--- config.mk ---
export PLATFORM = sky130hd
export DESIGN_NAME = wall_datapath
export DESIGN_NICKNAME = d
export VERILOG_FILES = /design/src/rtl/wall_datapath_pkg.sv /design/src/rtl/wall_datapath_rect_scanner.sv /design/src/rtl/wall_datapath.sv
export SDC_FILE = /design/constraint.sdc
export NUM_CORES = 1
export LEC_CHECK = 0
export CAP_MARGIN = 20
export CORE_ASPECT_RATIO = 1.4
export CORE_MARGIN = 2
export CORE_UTILIZATION = 25
export CTS_BUF_LIST = sky130_fd_sc_hd__clkbuf_4 sky130_fd_sc_hd__clkbuf_8 sky130_fd_sc_hd__clkbuf_16
export CTS_CLUSTER_DIAMETER = 150
export DETAILED_ROUTE_END_ITERATION = 16
export GPL_ROUTABILITY_DRIVEN = 0
export PLACE_DENSITY = 0.45
export SLEW_MARGIN = 10
export SYNTH_ARGS = -nofsm -noshare
export SYNTH_HDL_FRONTEND = slang
export SYNTH_SLANG_ARGS = --single-unit
--- constraint.sdc ---
create_clock -name clk -period 2.05 [get_ports clk]
set_input_delay 0.3075 -clock clk [delete_from_list [all_inputs] [get_ports clk]]
set_output_delay 0.3075 -clock clk [all_outputs]
set_load 0.005 [all_outputs]
--- src/rtl/wall_datapath_pkg.sv ---
// Shared definitions for the wall controller and its datapath: state codes,
// draw-engine states, colours and screen geometry.
package wall_datapath_pkg;

    typedef enum logic [2:0] {
        W_READY = 3'b000,
        W_MOVE  = 3'b001,
        W_STOP  = 3'b011,
        W_DRAW  = 3'b111
    } wall_state_e;

    typedef enum logic [1:0] {
        ENG_IDLE,
        ENG_ERASE,
        ENG_PAINT,
        ENG_DONE
    } eng_state_e;

    localparam logic [2:0] BLACK = 3'b000;
    localparam logic [2:0] WHITE = 3'b111;

    localparam int SCREEN_W = 160;
    localparam int SCREEN_H = 120;

    // Saturating subtract used when the wall steps left.
    function automatic logic [7:0] sat_sub(input logic [7:0] a, input logic [7:0] b);
        return (a > b) ? (a - b) : 8'd0;
    endfunction

endpackage

--- src/rtl/wall_datapath_rect_scanner.sv ---
// Rectangle scanner: walks RW x RH pixels from a latched base, x inner loop
// then y, one pixel per cycle. A start on the last pixel restarts seamlessly.
module wall_datapath_rect_scanner #(
    parameter int RW = 8,
    parameter int RH = 40
) (
    input  logic       clk,
    input  logic       resetn,
    input  logic       start,
    input  logic [7:0] base_x,
    input  logic [6:0] base_y,
    output logic       valid,
    output logic       last,
    output logic [8:0] px,
    output logic [6:0] py
);
    import wall_datapath_pkg::*;

    logic [7:0] cx;
    logic [6:0] cy;
    logic [7:0] base_x_reg;
    logic [6:0] base_y_reg;

    always_ff @(posedge clk or negedge resetn) begin
        if (!resetn) begin
            valid      <= 1'b0;
            cx         <= 8'd0;
            cy         <= 7'd0;
            base_x_reg <= 8'd0;
            base_y_reg <= 7'd0;
        end else if (start) begin
            valid      <= 1'b1;
            cx         <= 8'd0;
            cy         <= 7'd0;
            base_x_reg <= base_x;
            base_y_reg <= base_y;
        end else if (valid) begin
            if (cx == 8'(RW - 1)) begin
                cx <= 8'd0;
                if (cy == 7'(RH - 1)) begin
                    cy    <= 7'd0;
                    valid <= 1'b0;
                end else begin
                    cy <= cy + 7'd1;
                end
            end else begin
                cx <= cx + 8'd1;
            end
        end
    end

    assign last = valid && (cx == 8'(RW - 1)) && (cy == 7'(RH - 1));
    // Nine bits on x so pixels past the right screen edge can be clipped.
    assign px   = {1'b0, base_x_reg} + {1'b0, cx};
    assign py   = base_y_reg + cy;

endmodule

--- src/rtl/wall_datapath.sv ---
// Wall datapath: moves the wall on frame ticks, reports touches and redraws
// the wall via the VGA pixel port. WALL_SPEEDUP_EN makes each STOP speed it up.
module wall_datapath #(
    parameter int         SCREEN_W    = wall_datapath_pkg::SCREEN_W,
    parameter int         WALL_W      = 8,
    parameter int         WALL_H      = 40,
    parameter int         WALL_Y      = 80,
    parameter int         START_X     = 152,
    parameter int         PLAYER_SZ   = 8,
    parameter int         STEP        = 1,
    parameter int         FRAME_DIV   = 833333,
    parameter logic [2:0] WALL_COLOUR = wall_datapath_pkg::WHITE
) (
    input  logic       clk,
    input  logic       resetn,
    input  logic [2:0] state,
    input  logic [7:0] player_x,
    input  logic [6:0] player_y,
    output logic [7:0] vga_x,
    output logic [6:0] vga_y,
    output logic [2:0] colour,
    output logic       plot,
    output logic       touched,
    output logic       draw_done,
    output logic [7:0] wall_x
);
    import wall_datapath_pkg::*;

    localparam int CNT_W = (FRAME_DIV > 1) ? $clog2(FRAME_DIV) : 1;

    logic [CNT_W-1:0] frame_cnt;
    logic             frame_tick;
    logic             tick_pending, tick_pending_next;
    logic [7:0]       wall_x_reg, wall_x_next;
    logic [7:0]       drawn_x, paint_x, step_val, scan_base;
    eng_state_e       eng_reg, eng_next;
    logic             scan_start, scan_valid, scan_last, accept;
    logic             touched_reg, touch_next;
    logic [8:0]       scan_px;
    logic [6:0]       scan_py;
    logic [8:0]       player_r, wall_r;
    logic [7:0]       player_b;

    assign frame_tick = (frame_cnt == CNT_W'(FRAME_DIV - 1));

`ifdef WALL_SPEEDUP_EN
    logic [3:0] step_reg;

    always_ff @(posedge clk or negedge resetn) begin
        if (!resetn)
            step_reg <= 4'(STEP);
        else if (state == W_STOP && step_reg != 4'hF)
            step_reg <= step_reg + 4'd1;
    end

    assign step_val = {4'b0000, step_reg};
`else
    assign step_val = 8'(STEP);
`endif

    // Wall motion; a tick seen while the engine is busy stays pending.
    always_comb begin
        wall_x_next       = wall_x_reg;
        tick_pending_next = tick_pending;
        case (state)
            W_MOVE: begin
                if (tick_pending && eng_reg == ENG_IDLE) begin
                    wall_x_next       = sat_sub(wall_x_reg, step_val);
                    tick_pending_next = 1'b0;
                end
            end
            W_STOP: begin
                wall_x_next       = 8'(START_X);
                tick_pending_next = 1'b0;
            end
            W_DRAW: ;
            default: tick_pending_next = 1'b0;
        endcase
        if (frame_tick)
            tick_pending_next = 1'b1;
    end

    always_comb begin
        eng_next   = eng_reg;
        scan_start = 1'b0;
        scan_base  = drawn_x;
        accept     = 1'b0;
        case (eng_reg)
            ENG_IDLE: begin
                if (state == W_DRAW) begin
                    accept     = 1'b1;
                    scan_start = 1'b1;
                    eng_next   = ENG_ERASE;
                end
            end
            ENG_ERASE: begin
                if (scan_last) begin
                    scan_start = 1'b1;
                    scan_base  = paint_x;
                    eng_next   = ENG_PAINT;
                end
            end
            ENG_PAINT: begin
                if (scan_last)
                    eng_next = ENG_DONE;
            end
            default: eng_next = ENG_IDLE;
        endcase
    end

    always_ff @(posedge clk or negedge resetn) begin
        if (!resetn) begin
            frame_cnt    <= '0;
            tick_pending <= 1'b0;
            wall_x_reg   <= 8'(START_X);
            drawn_x      <= 8'(START_X);
            paint_x      <= 8'(START_X);
            eng_reg      <= ENG_IDLE;
            touched_reg  <= 1'b0;
        end else begin
            frame_cnt    <= frame_tick ? '0 : frame_cnt + 1'b1;
            tick_pending <= tick_pending_next;
            wall_x_reg   <= wall_x_next;
            eng_reg      <= eng_next;
            touched_reg  <= touch_next;
            if (accept)
                paint_x <= wall_x_reg;
            if (eng_reg == ENG_PAINT && scan_last)
                drawn_x <= paint_x;
        end
    end

    wall_datapath_rect_scanner #(
        .RW(WALL_W),
        .RH(WALL_H)
    ) u_rect_scanner (
        .clk    (clk),
        .resetn (resetn),
        .start  (scan_start),
        .base_x (scan_base),
        .base_y (7'(WALL_Y)),
        .valid  (scan_valid),
        .last   (scan_last),
        .px     (scan_px),
        .py     (scan_py)
    );

    // Widened sums so right/bottom edges near the screen limit do not wrap.
    assign player_r   = {1'b0, player_x} + 9'(PLAYER_SZ);
    assign wall_r     = {1'b0, wall_x_reg} + 9'(WALL_W);
    assign player_b   = {1'b0, player_y} + 8'(PLAYER_SZ);
    assign touch_next = (wall_x_reg == 8'd0) ||
                        (({1'b0, wall_x_reg} < player_r) && ({1'b0, player_x} < wall_r) &&
                         (8'(WALL_Y) < player_b) && ({1'b0, player_y} < 8'(WALL_Y + WALL_H)));

    assign plot      = scan_valid && (scan_px < 9'(SCREEN_W));
    assign vga_x     = scan_valid ? scan_px[7:0] : 8'd0;
    assign vga_y     = scan_valid ? scan_py : 7'd0;
    assign colour    = (scan_valid && eng_reg == ENG_PAINT) ? WALL_COLOUR : BLACK;
    assign touched   = touched_reg;
    assign draw_done = (eng_reg == ENG_DONE);
    assign wall_x    = wall_x_reg;

endmodule

# Yosys cells after proc, flatten, opt, wreduce, memory -nomap -nowiden
# Index checks and enable logic that the tools add are counted.
op_classes:
  eq_ne: 15
  order_cmp: 6
  mux: 31
  reduce_logical: 19
  n_addsub: 9
op_table:
  columns: ["op", "n"]
  rows:
  - ["8-bit two-way mux", 8]
  - ["7-bit two-way mux", 5]
  - ["20-bit by 1-bit adder with 20-bit output (second input constant)", 1]
  - ["20-bit equality test (second input constant)", 1]
  - ["20-bit two-way mux", 1]
  - ["8-bit by 4-bit adder with 9-bit output (second input constant)", 2]
  - ["8-bit by 9-bit less-than comparator with 1-bit output", 2]
  - ["8-bit one-hot mux with 2 select lines", 1]
  - ["8-bit by 8-bit adder with 9-bit output", 1]
  - ["1-bit logical AND", 9]
  - ["9-bit by 8-bit less-than comparator with 1-bit output (second input constant)", 1]
  - ["1-bit two-way mux", 9]
  - ["7-bit by 4-bit adder with 8-bit output (second input constant)", 1]
  - ["8-bit by 1-bit adder with 8-bit output (second input constant)", 1]
  - ["8-bit by 3-bit equality test with 1-bit output (second input constant)", 1]
  - ["8-bit by 1-bit > comparator with 1-bit output (second input constant)", 1]
  - ["8-bit logical NOT", 1]
  - ["7-bit by 8-bit less-than comparator with 1-bit output (first input constant)", 1]
  - ["2-bit inequality test (second input constant)", 4]
  - ["8-bit by 1-bit subtractor with 8-bit output (second input constant)", 1]
  - ["7-bit by 1-bit adder with 7-bit output (second input constant)", 1]
  - ["7-bit adder", 1]
  - ["7-bit by 6-bit equality test with 1-bit output (second input constant)", 1]
  - ["7-bit less-than comparator (second input constant)", 1]
  - ["other kinds (16)", 24]
totals:
  inputBits: 20
  ff_bits: 73

# Longest topological paths before layout
depth:
  ltp_word: 7
  mapped_depth: 9

# By module
# A second synthesis with hierarchy kept.
unflattened:
  cells_unflattened: 507
  hier_area_um2: 5083.6
modules_own_cells:
  columns: ["module", "cells_each", "area_per_inst_um2", "instances"]
  rows:
  - ["wall_datapath", 317, 3090.5, 1]
  - ["wall_datapath_rect_scanner", 190, 1993.2, 1]

# Worst setup path after synthesis
# OpenSTA, ideal clock, no wires.
synth_path:
  path_type: "reg-to-output"
  startpoint: "reg u_rect_scanner.cx[0]"
  endpoint: "out plot"
  path_slack_ns: -0.399
  path_stages_with_launch: 8
  t_arrival_ns: 2.142
  required_time_ns: 1.742
  path_buffers: 0
  path_cell_list: "dfrtp_1 ha_1 fa_1 a211o_1 o211ai_1 a21oi_1 o21a_1 a2111oi_0"
synth_via:
  elab_chain_cells: 3
synth_lines:
  columns: ["element", "line", "rtl"]
  rows:
  - ["start, declared", "wall_datapath_rect_scanner.sv:19", "logic [7:0] cx;"]
  - ["start signal, assigned", "wall_datapath_rect_scanner.sv:47", "cx <= cx + 8'd1;"]
  - ["8-bit by 8-bit adder with 9-bit output", "wall_datapath_rect_scanner.sv:54", "assign px = {1'b0, base_x_reg} + {1'b0, cx};"]
  - ["9-bit by 8-bit less-than comparator with 1-bit output", "wall_datapath.sv:156", "assign plot = scan_valid && (scan_px < 9'(SCREEN_W));"]
  - ["1-bit logical AND", "wall_datapath.sv:156", null]
  - ["end, declared", "wall_datapath.sv:22", "output logic plot,"]
# Every way passes these cells.

# Final worst setup path
layout_path:
  startpoint: "reg u_rect_scanner.base_x_reg[0]"
  endpoint: "out plot"
layout_via:
  elab_chain_cells: 3
layout_lines:
  columns: ["element", "line", "rtl"]
  rows:
  - ["start, declared", "wall_datapath_rect_scanner.sv:21", "logic [7:0] base_x_reg;"]
  - ["start signal, assigned", "wall_datapath_rect_scanner.sv:35", "base_x_reg <= base_x;"]
  - ["8-bit by 8-bit adder with 9-bit output", "wall_datapath_rect_scanner.sv:54", null]
  - ["9-bit by 8-bit less-than comparator with 1-bit output", "wall_datapath.sv:156", null]
  - ["1-bit logical AND", "wall_datapath.sv:156", null]
# Every way passes these cells.

==> load_flow_metrics.sql <==
INSERT INTO impl_metrics (metric_group, metric, value, unit) VALUES
('critical_path', 'worst_path_fanout_max', '3', ''),
('final_layout', 'largest-register', 'frame_cnt', ''),
('global_route', 'grt_start_max_net_pins', '74', ''),
('drt', 'post_drt_via_cell_ratio', '4.52', ''),
('critical_path', 'worst-r2r-cell-count', '7', ''),
('floorplanning', 'placement_rows', '58', ''),
('place', 'place_area', '5980', 'µm²'),
('floorplanning', 'dieArea', '19400', 'µm²'),
('critical_path', 'cp.arrival', '2.50', 'ns'),
('clock_network', 'worst_setup_hold_path_clk_slew', '0.06', 'ns'),
('critical_path', 'timing.critical_path.to_type', 'output port', ''),
('drt', 'vias', '4007', ''),
('logic_synthesis', 'syn_area_per_cell', '9.24', 'µm²'),
('drt', 'drtAntennaViolNets', '0', ''),
('critical_path', 'cp_max_stage_delay', '0.39', 'ns'),
('floorplanning', 'initial_utilization', '25.5', '%'),
('global_route', 'antenna_found_initial', '0', ''),
('global_route', 'groute.usage.overall', '12.5', '%'),
('logic_synthesis', 'yosysUniqueCellTypes', '61', ''),
('critical_path', 'critPathSlowestCell', 'sky130_fd_sc_hd__dfrtp_1', ''),
('sta', 'slew_headroom', '69.9', '%'),
('outcome', 'outcome', 'complete, but fails checks', ''),
('final_layout', 'area_growth', '45.2', '%'),
('critical_path', 'critical_path.startpoint_type', 'flip-flop', ''),
('logic_synthesis', 'synth_xor_area_share', '5.73', '%'),
('sta', 'setup_viol', '15', ''),
('power', 'power.density', '1150', 'nW/µm²'),
('final_layout', 'largest_register_ff_count', '20', ''),
('final_layout', 'final_net_count', '700', ''),
('drt', 'pre_antenna_drt_iters', '4', ''),
('critical_path', 'path_cells', 'ha_2 -> fa_2 -> a211o_1 -> o211ai_1 -> a21o_1 -> o2111ai_2 -> a2111oi_4 -> buf_2', ''),
('sta', 'worst_hold_slack', '-0.0176', 'ns'),
('floorplanning', 'die_x', '118', 'µm'),
('clock_network', 'clock_tree.buffer_depth', '2', ''),
('logic_synthesis', 'synth_enable_flop_cells', '0', ''),
('power', 'ir_worst_vdd', '0.409', 'mV'),
('final_layout', 'antenna-diode-count', '0', ''),
('final_layout', 'fin_area', '6660', 'µm²'),
('sta', 'grt_setup_unrepaired', 'yes', ''),
('final_layout', 'layout_commonest_cell', 'sky130_fd_sc_hd__buf_4', ''),
('place', 'hpwlAfterDp', '8.82', 'mm'),
('clock_network', 'cts-root-buf', 'sky130_fd_sc_hd__clkbuf_16', ''),
('flow_run', 'max-cap-violations', '0', ''),
('floorplanning', 'floorplan.core_area', '18000', 'µm²'),
('final_layout', 'post_route_cells_drive_above_1_share', '30.2', '%'),
('min_path', 'class_of_the_tightest_hold_or_removal_check', 'input port to asynchronous set/reset pin', ''),
('global_route', 'grt_first_pass_wirelength', '19.6', 'mm'),
('place', 'io_buffer_count', '48', ''),
('clock_network', 'htreeDepth', '3', ''),
('sta', 'period_minus_slack', '2.80', 'ns'),
('outcome', 'failed_checks', 'negative hold slack, negative setup slack', ''),
('sta', 'report.final.hold_viol_count', '6', ''),
('critical_path', 'crit_required', '1.74', 'ns'),
('clock_network', 'tritoncts_clock_tree', 'built', ''),
('sta', 'worst_slack', '-0.753', 'ns'),
('sta', 'timing.final.crit_share', '137', '%'),
('global_route', 'globalRoute.totalOverflow', '0', ''),
('logic_synthesis', 'post_synth_mux_area_share', '3.30', '%'),
('sta', 'totalNegativeSetupSlack', '-2.98', 'ns'),
('clock_network', 'cts_sinks', '73', ''),
('logic_synthesis', 'synth-seq-area-share', '40.1', '%'),
('logic_synthesis', 'ys_async_sr_fraction', '100', '%'),
('logic_synthesis', 'mappedNetlistNets', '555', ''),
('logic_synthesis', 'mapped_cells', '496', ''),
('sta', 'final_max_slew_viol_count', '0', ''),
('logic_synthesis', 'synthDominantAreaCellType', 'sky130_fd_sc_hd__dfrtp_1', ''),
('drt', 'routed_wirelength', '11.8', 'mm'),
('final_layout', 'most_used_cells_in_the_layout_excluding_fill_and_tap_cells', 'sky130_fd_sc_hd__buf_4 (89), sky130_fd_sc_hd__nand2_1 (67), sky130_fd_sc_hd__dfrtp_1 (64), sky130_fd_sc_hd__nor2_1 (45), sky130_fd_sc_hd__clkdlybuf4s50_1 (35)', ''),
('logic_synthesis', 'synth_area_leaders', 'sky130_fd_sc_hd__dfrtp_1 (35%), sky130_fd_sc_hd__ha_1 (10%), sky130_fd_sc_hd__nand2_1 (5.7%), sky130_fd_sc_hd__dfstp_2 (5.2%), sky130_fd_sc_hd__nor2_1 (4.3%)', ''),
('critical_path', 'ff2ff_setup_slack', '-0.10', 'ns'),
('logic_synthesis', 'synthesis.yosys.warnings', '0', '');
==> stage by stage <==
| step | hold slack (ns) | std cells | utilization [%] | power [mW] |
|---|---|---|---|---|
| final | -0.0176 | 886 | 37.0 | 7.67 |
| after detailed placement | 0.373 | 857 | 33.2 | 5.58 |
| after floorplan | 0.0119 | 496 | - | 3.61 |
| after CTS | 0.0116 | 878 | 35.7 | 7.62 |
| after global placement | 0.371 | 857 | 33.2 | 5.54 |
| after global routing | 0.0274 | 886 | 37.0 | 8.27 |
==> cell usage after synthesis, drive strengths merged, types with 11 or more instances <==
| master | n |
|---|---|
| nand3 | 20 |
| o21ai | 26 |
| ha | 38 |
| dfrtp | 64 |
| nor2 | 53 |
| xnor2 | 11 |
| a21oi | 17 |
| inv | 18 |
| and3 | 12 |
| nor3 | 14 |
| xor2 | 19 |
| nand2 | 70 |
==> metal layers <==
layer	up-vias	part of all wire [%]	global-route usage, %
met5	-	0	0
met2	53	52	23.0
li1	2046	-	-
met1	1892	43	14.6
met3	16	2.9	2.15
met4	0	1.5	4.38
==> how the worst max path moves through the flow <==
stage	startpoint	end	slack [ns]	cells after the start
after floorplan	u_rect_scanner.cx[0]	plot	-0.21	7
after CTS	u_rect_scanner.base_x_reg[0]	plot	-0.86	8
after global routing	u_rect_scanner.base_x_reg[0]	plot	-0.93	8
after global placement	u_rect_scanner.base_x_reg[0]	plot	-0.77	8
after detailed placement	u_rect_scanner.base_x_reg[0]	plot	-0.84	8
final	u_rect_scanner.base_x_reg[0]	plot	-0.75	8
==> worst max-delay path: cells and delay by family (launching register included) <==
kind	cells	cell delay, ns
buffers and inverters	1	0.16
adders and majority gates	2	0.54
DFF	1	0.39
AOI/OAI and AO/OA	5	1.07
==> repair_timing <==
action,CTS,global route
buffers inserted,5,7
pin swaps,8,20
cloned,0,1
setup endpoints to repair,16,28
gates resized for setup,47,48
endpoints found under the hold margin,0,0
==> power breakdown <==
| part | leakage (nW) | switching [mW] | internal, mW |
|---|---|---|---|
| clock | 0.170 | 0.651 | 1.19 |
| combinational | 1.96 | 1.76 | 2.23 |
| sequential | 0.904 | 0.161 | 1.68 |
| total | 3.04 | 2.57 | 5.10 |
==> final cells by class <==
class                           count  area, µm²  area share, %
Clock buffer                        9        225           3.38
Tap cell                          240        300           4.51
Clock inverter                      7        118           1.77
Inverter                           18       67.6           1.02
Multi-Input combinational cell    392       2860           43.0
Timing Repair Buffer              147       1250           18.7
Sequential cell                    73       1840           27.6
==> kinds of logic after synthesis <==
kind of cell               after synthesis
AOI/OAI and AO/OA                       90
adders and majority gates               39
muxes                                   14
and+or+nand+nor                        219
xor gates and xnor gates                30
buffers and inverters                   31
DFF                                     73
No activity file was read; power rests on OpenSTA's default activity.
